## config.mk

```make
export PLATFORM = sky130hd
export DESIGN_NAME = alu_addsub_seq_flat
export DESIGN_NICKNAME = d
export VERILOG_FILES = /design/src/rtl/alu_addsub_seq_if.sv /design/src/rtl/alu_addsub_seq.sv /design/src/flat_wrapper.sv
export SDC_FILE = /design/constraint.sdc
export NUM_CORES = 1
export LEC_CHECK = 0
export CORE_UTILIZATION = 50
export DETAILED_ROUTE_END_ITERATION = 10
export PLACE_DENSITY_LB_ADDON = 0.3
export SLEW_MARGIN = 10
export SYNTH_ARGS = -nofsm -noshare
export SYNTH_HDL_FRONTEND = slang
export SYNTH_SLANG_ARGS = --single-unit
```

## constraint.sdc

```tcl
create_clock -name clk -period 2.7 [get_ports clk]
set_clock_uncertainty 0.1 [all_clocks]
set_input_delay 0.54 -clock clk [delete_from_list [all_inputs] [get_ports clk]]
set_output_delay 0.54 -clock clk [all_outputs]
set_load 0.01 [all_outputs]
```

## src/rtl/alu_addsub_seq_if.sv

```systemverilog
// Start/done bus of the digit-serial add/subtract unit.
// cin and its modport entries exist only when ADDSUB_SEQ_CIN_EN is defined.
interface alu_addsub_seq_if #(
  parameter int WIDTH = 16
);
  logic             start;
  logic             sub;
  logic             logical;
  logic [WIDTH-1:0] a;
  logic [WIDTH-1:0] b;
`ifdef ADDSUB_SEQ_CIN_EN
  logic             cin;
`endif
  logic             busy;
  logic             done;
  logic [WIDTH-1:0] s;
  logic             of;
  logic             sf;
  logic             zf;

`ifdef ADDSUB_SEQ_CIN_EN
  modport master (output start, sub, logical, a, b, cin, input busy, done, s, of, sf, zf);
  modport slave  (input start, sub, logical, a, b, cin, output busy, done, s, of, sf, zf);
`else
  modport master (output start, sub, logical, a, b, input busy, done, s, of, sf, zf);
  modport slave  (input start, sub, logical, a, b, output busy, done, s, of, sf, zf);
`endif
endinterface

```

## src/rtl/alu_addsub_seq.sv

```systemverilog
// Digit-serial add/subtract with COMET2 OF/SF/ZF flags, DIGIT bits per cycle, LSB slice first.
// Optional ADDSUB_SEQ_CIN_EN adds a latched carry/borrow-in for multi-word chaining.
module alu_addsub_seq #(
  parameter int WIDTH = 16,
  parameter int DIGIT = 4
) (
  input logic            clk,
  input logic            rst,
  alu_addsub_seq_if.slave bus
);
  localparam int N     = WIDTH / DIGIT;
  localparam int IDX_W = (N > 1) ? $clog2(N) : 1;

  typedef enum logic [1:0] {
    IDLE = 2'd0,
    RUN  = 2'd1,
    DONE = 2'd2
  } state_t;

  state_t           state_r;
  logic [WIDTH-1:0] a_r;
  logic [WIDTH-1:0] b_r;
  logic [WIDTH-1:0] res_r;
  logic [WIDTH-1:0] s_r;
  logic [IDX_W-1:0] idx_r;
  logic             sub_r;
  logic             logical_r;
  logic             carry_r;
  logic             busy_r;
  logic             done_r;
  logic             of_r;
  logic             sf_r;
  logic             zf_r;

  logic [DIGIT-1:0] bx_s;
  logic [DIGIT:0]   sum_s;
  logic [WIDTH-1:0] res_next_s;
  logic             carry_in_s;
  logic             msb_cin_s;
  logic             of_s;

  // Slice adder, shifted-in result and flag candidates for the final slice
  always_comb begin
`ifdef ADDSUB_SEQ_CIN_EN
    carry_in_s = bus.sub ? ~bus.cin : bus.cin;
`else
    carry_in_s = bus.sub;
`endif
    bx_s       = b_r[DIGIT-1:0] ^ {DIGIT{sub_r}};
    sum_s      = {1'b0, a_r[DIGIT-1:0]} + {1'b0, bx_s} + {{DIGIT{1'b0}}, carry_r};
    res_next_s = (res_r >> DIGIT) | (WIDTH'(sum_s[DIGIT-1:0]) << (WIDTH - DIGIT));
    // carry into the MSB is recovered from the MSB's own sum bit
    msb_cin_s  = a_r[DIGIT-1] ^ bx_s[DIGIT-1] ^ sum_s[DIGIT-1];
    if (!logical_r) begin
      of_s = msb_cin_s ^ sum_s[DIGIT];
    end else if (sub_r) begin
      of_s = ~sum_s[DIGIT];
    end else begin
      of_s = sum_s[DIGIT];
    end
  end

  // Control FSM, operand/result shift registers and registered outputs
  always_ff @(posedge clk) begin
    if (rst) begin
      state_r   <= IDLE;
      a_r       <= '0;
      b_r       <= '0;
      res_r     <= '0;
      s_r       <= '0;
      idx_r     <= '0;
      sub_r     <= 1'b0;
      logical_r <= 1'b0;
      carry_r   <= 1'b0;
      busy_r    <= 1'b0;
      done_r    <= 1'b0;
      of_r      <= 1'b0;
      sf_r      <= 1'b0;
      zf_r      <= 1'b0;
    end else begin
      done_r <= 1'b0;
      case (state_r)
        IDLE, DONE: begin
          if (bus.start) begin
            a_r       <= bus.a;
            b_r       <= bus.b;
            sub_r     <= bus.sub;
            logical_r <= bus.logical;
            carry_r   <= carry_in_s;
            idx_r     <= '0;
            busy_r    <= 1'b1;
            state_r   <= RUN;
          end else begin
            busy_r  <= 1'b0;
            state_r <= IDLE;
          end
        end
        RUN: begin
          a_r     <= a_r >> DIGIT;
          b_r     <= b_r >> DIGIT;
          res_r   <= res_next_s;
          carry_r <= sum_s[DIGIT];
          idx_r   <= idx_r + IDX_W'(1);
          if (idx_r == IDX_W'(N - 1)) begin
            s_r     <= res_next_s;
            of_r    <= of_s;
            sf_r    <= res_next_s[WIDTH-1];
            zf_r    <= (res_next_s == '0);
            done_r  <= 1'b1;
            busy_r  <= 1'b0;
            state_r <= DONE;
          end else begin
            state_r <= RUN;
          end
        end
        default: begin
          busy_r  <= 1'b0;
          state_r <= IDLE;
        end
      endcase
    end
  end

  assign bus.busy = busy_r;
  assign bus.done = done_r;
  assign bus.s    = s_r;
  assign bus.of   = of_r;
  assign bus.sf   = sf_r;
  assign bus.zf   = zf_r;
endmodule

```

## src/flat_wrapper.sv

```systemverilog
// flat-port wrapper written by rule: the top's interface ports become plain ports
module alu_addsub_seq_flat 
#(
  parameter int WIDTH = 16,
  parameter int DIGIT = 4
)
  (clk, rst, bus_start, bus_sub, bus_logical, bus_a, bus_b, bus_busy, bus_done, bus_s, bus_of, bus_sf, bus_zf);
  alu_addsub_seq_if #(.WIDTH(WIDTH)) bus_i ();
  input logic clk;
  input logic rst;
  input wire logic [$bits(bus_i.start)-1:0] bus_start;
  input wire logic [$bits(bus_i.sub)-1:0] bus_sub;
  input wire logic [$bits(bus_i.logical)-1:0] bus_logical;
  input wire logic [$bits(bus_i.a)-1:0] bus_a;
  input wire logic [$bits(bus_i.b)-1:0] bus_b;
  output wire logic [$bits(bus_i.busy)-1:0] bus_busy;
  output wire logic [$bits(bus_i.done)-1:0] bus_done;
  output wire logic [$bits(bus_i.s)-1:0] bus_s;
  output wire logic [$bits(bus_i.of)-1:0] bus_of;
  output wire logic [$bits(bus_i.sf)-1:0] bus_sf;
  output wire logic [$bits(bus_i.zf)-1:0] bus_zf;
  assign bus_i.start = bus_start;
  assign bus_i.sub = bus_sub;
  assign bus_i.logical = bus_logical;
  assign bus_i.a = bus_a;
  assign bus_i.b = bus_b;
  assign bus_busy = bus_i.busy;
  assign bus_done = bus_i.done;
  assign bus_s = bus_i.s;
  assign bus_of = bus_i.of;
  assign bus_sf = bus_i.sf;
  assign bus_zf = bus_i.zf;
  alu_addsub_seq #(.WIDTH(WIDTH), .DIGIT(DIGIT)) u_core (.clk(clk), .rst(rst), .bus(bus_i));
endmodule
```

==> results.md <==
* Status: completed
* Max FO, Critical Path at 6
* Post-Place Worst Slack at 0.391 ns
* Placed Instances at 433
* Routed Antenna Nets at 0
* Worst setup SP type: flop
* Starting Density at 53.2%
* PortBufs at 57
* Sequential cell area at 1420 um2
* Area share of the largest cell type after synthesis at 51.0%
* Layout cell share with drive strength beyond 1 at 6.33%
* Post-synth EDFFs at 0
* Period minus WS final at 2.21 ns
* CP max stage cell: dfxtp_1
* Crit path max-delay family: adder cells
* Grt total ovfl at 0
* Vias in the first global route at 2215
* Worst-margin pin slew at 0.993 ns
* Tightest Hold Check Type: reg -> reg
* TritonCTS clock tree: yes
* Nets@finish at 417
* Drt pass-1 iters at 4
* Asr flop ratio synth at 0%
* Top cell type by total area after synthesis: dfxtp_1
* Ant diodes at 0
* Maxcap violations at 0
* CP Cell Sequence: xnor2_1 -> fa_1 -> fa_1 -> xnor2_1 -> nor4_1 -> a41o_1
* Critical Path AT at 2.34 ns
* Area after DPL at 3350 um2
* Max Slew Vio Count at 0
* Total track usage at 21.9%
* Yosys warns at 0
* LEAKAGE at 1.35 nW
* Core area at 5240 um2
* Mapped Area at 2790 um2
* Cells after Synth at 327
* Post-DP HPWL at 3770 um
* Wire per inst at 13.4 um
* Worst Path Buf+Inv at 0
* CP endpoint kind: flop
* Max Clk Rate at 0.453 GHz
* Final Hold Fails at 0
* CP peak stage delay at 0.47 ns
* Largest cells by area after synthesis: dfxtp_1 51%, nand2_1 7.5%, nor2_1 5.4%
* WP data required at 2.83 ns
* Fin area at 3600 um2
* DRT Wirelength at 6010 um
* Ratio of final minimum period to clock period at 81.8%
* Syn Area/Cell at 8.52 um2
* Final cell count without fillers at 449
* RSZ-0062 raised after global routing: false
* CTS root buf: clkbuf_8
* Slew headroom at 33.6%
* Worst Setup Path Type: reg -> reg
* Post-CTS setup buffers at 0
* Seq/Total Area, Yosys at 51.0%
* H-tree depth at 3
* Multi-input gate area at 1210 um2
* Area grow syn2layout at 29.4%
* Row cnt at 26
* Tot Pwr at 2.57 mW
* Die area at 5870 um2
* CTS clk-pin slew, worst paths at 0.08 ns
* VDD IR-drop max at 0.000362 V
* Vias per cell at 5.39
* Register bit total from synthesis at 71
* Total Neg Setup Slack at 0 ns
* Hold buffer count at CTS at 0
* Num CTS Buffers at 9
* Final worst setup slack at 0.491 ns
* DR vias at 2418
* CTS Sinks at 71
* 1st-iter DRT viols at 100
* Max Root-Sink Buffers at 2
* Setup violators final at 0
* Post-CTS Resized at 0
* Number of I/O pins at 58
* Synth cell types at 37
* First-pass GRT wire length at 10300 um
* DIE HEIGHT at 76.6 um
* Largest net degree at the start of global routing at 70
* Power per Cell Area at 713 nW/um2
* Width of the die at 76.6 um
* Clock Latency Late Sink at 0.34 ns
* Initial antenna violation count at 0
* DR DRC count at 0
* Primary FF master, synth: dfxtp_1
* Filler Cells Inserted at 468
* Syn_nets at 370
* Gp weighted congestion at 0.797
-- routing by layer --
metal	vias to the layer above	global-route usage (%)	routed length, um
met3	4	4.31	340
met1	1129	27.4	2770
met4	0	10.0	41
li1	1216	-	-
met2	69	36.4	2860
met5	-	0	0
-- logic make-up after synthesis --
group,count (synthesis),share of synthesized area (%)
AO/OA/AOI/OAI,77,17.2
XOR/XNOR,6,1.89
adder cells (fa/ha/maj),6,3.23
buffers and inverters,32,5.48
flip-flops,71,51.0
AND/OR/NAND/NOR,135,21.2
-- area by class of cell --
class,count,area share (%)
clock buffers,9,3.44
clock inverters,7,3.75
inverters,6,0.625
multi-input cells,224,33.6
flip-flops and latches,71,39.4
well taps,70,2.43
repair buffers,62,16.7
-- flip-flops by register name (all words and copies together) (netlist names), 2 cells and up --
signal / cells
u_core.state_r: 2
u_core.bus.s: 15
u_core.res_r: 12
u_core.idx_r: 2
u_core.b_r: 16
u_core.a_r: 16
-- cell usage in the layout (no fill, tap or decap), drive strengths merged, types with 2 or more instances in the layout --
cell	count
xor2	3
ha	4
xnor2	3
clkdlybuf4s50	56
bufinv	4
o21a	2
nor4	3
clkbuf	9
a211oi	6
o22ai	23
dfxtp	71
o21ai	2
nand2	56
a21oi	28
nand3b	4
nor3	21
fa	2
nand2b	5
a22oi	9
nor2	40
clkinv	3
inv	6
buf	6
-- worst register-to-register path: stages, from the launching register on --
cell and delay, ns:
dfxtp_1 0.47, xnor2_1 0.13, fa_1 0.41, fa_1 0.42
xnor2_1 0.27, nor4_1 0.09, a41o_1 0.23
-- where the power goes --
part	switching [mW]	internal (mW)	total, mW
Sequential	0.0417	1.11	1.15
Combinational	0.177	0.152	0.329
Clock	0.390	0.702	1.09
-- synthesized netlist by cell type (all sizes together), types with 3 or more instances --
| cell type | n |
|---|---|
| dfxtp | 71 |
| nand2 | 56 |
| nor2 | 40 |
| a21oi | 28 |
| o22ai | 23 |
| nor3 | 21 |
| buf | 15 |
| clkbuf | 11 |
| a22oi | 9 |
| a211oi | 6 |
| inv | 6 |
| nand2b | 5 |
| ha | 4 |
| nand3b | 4 |
| nor4 | 3 |
| xnor2 | 3 |
| xor2 | 3 |
-- path summary, 6_finish.rpt --
kind,end,startpoint,cells past startpoint,slack (ns)
max,u_core.bus.zf,u_core.sub_r,6,0.49
min,u_core.bus.s[5],u_core.bus.s[5],2,0.35
max reg2reg,u_core.bus.zf,u_core.sub_r,6,0.49
min reg2reg,u_core.bus.s[5],u_core.bus.s[5],2,0.35
-- through the flow --
step / util, % / hold slack [ns]
final: 68.8 / 0.355
after global routing: 68.8 / 0.372
after CTS: 68.8 / 0.355
after detailed placement: 63.9 / 0.345
after global placement: 63.9 / 0.342
after floorplan: - / 0.340
(Power assumes the default switching activity.)
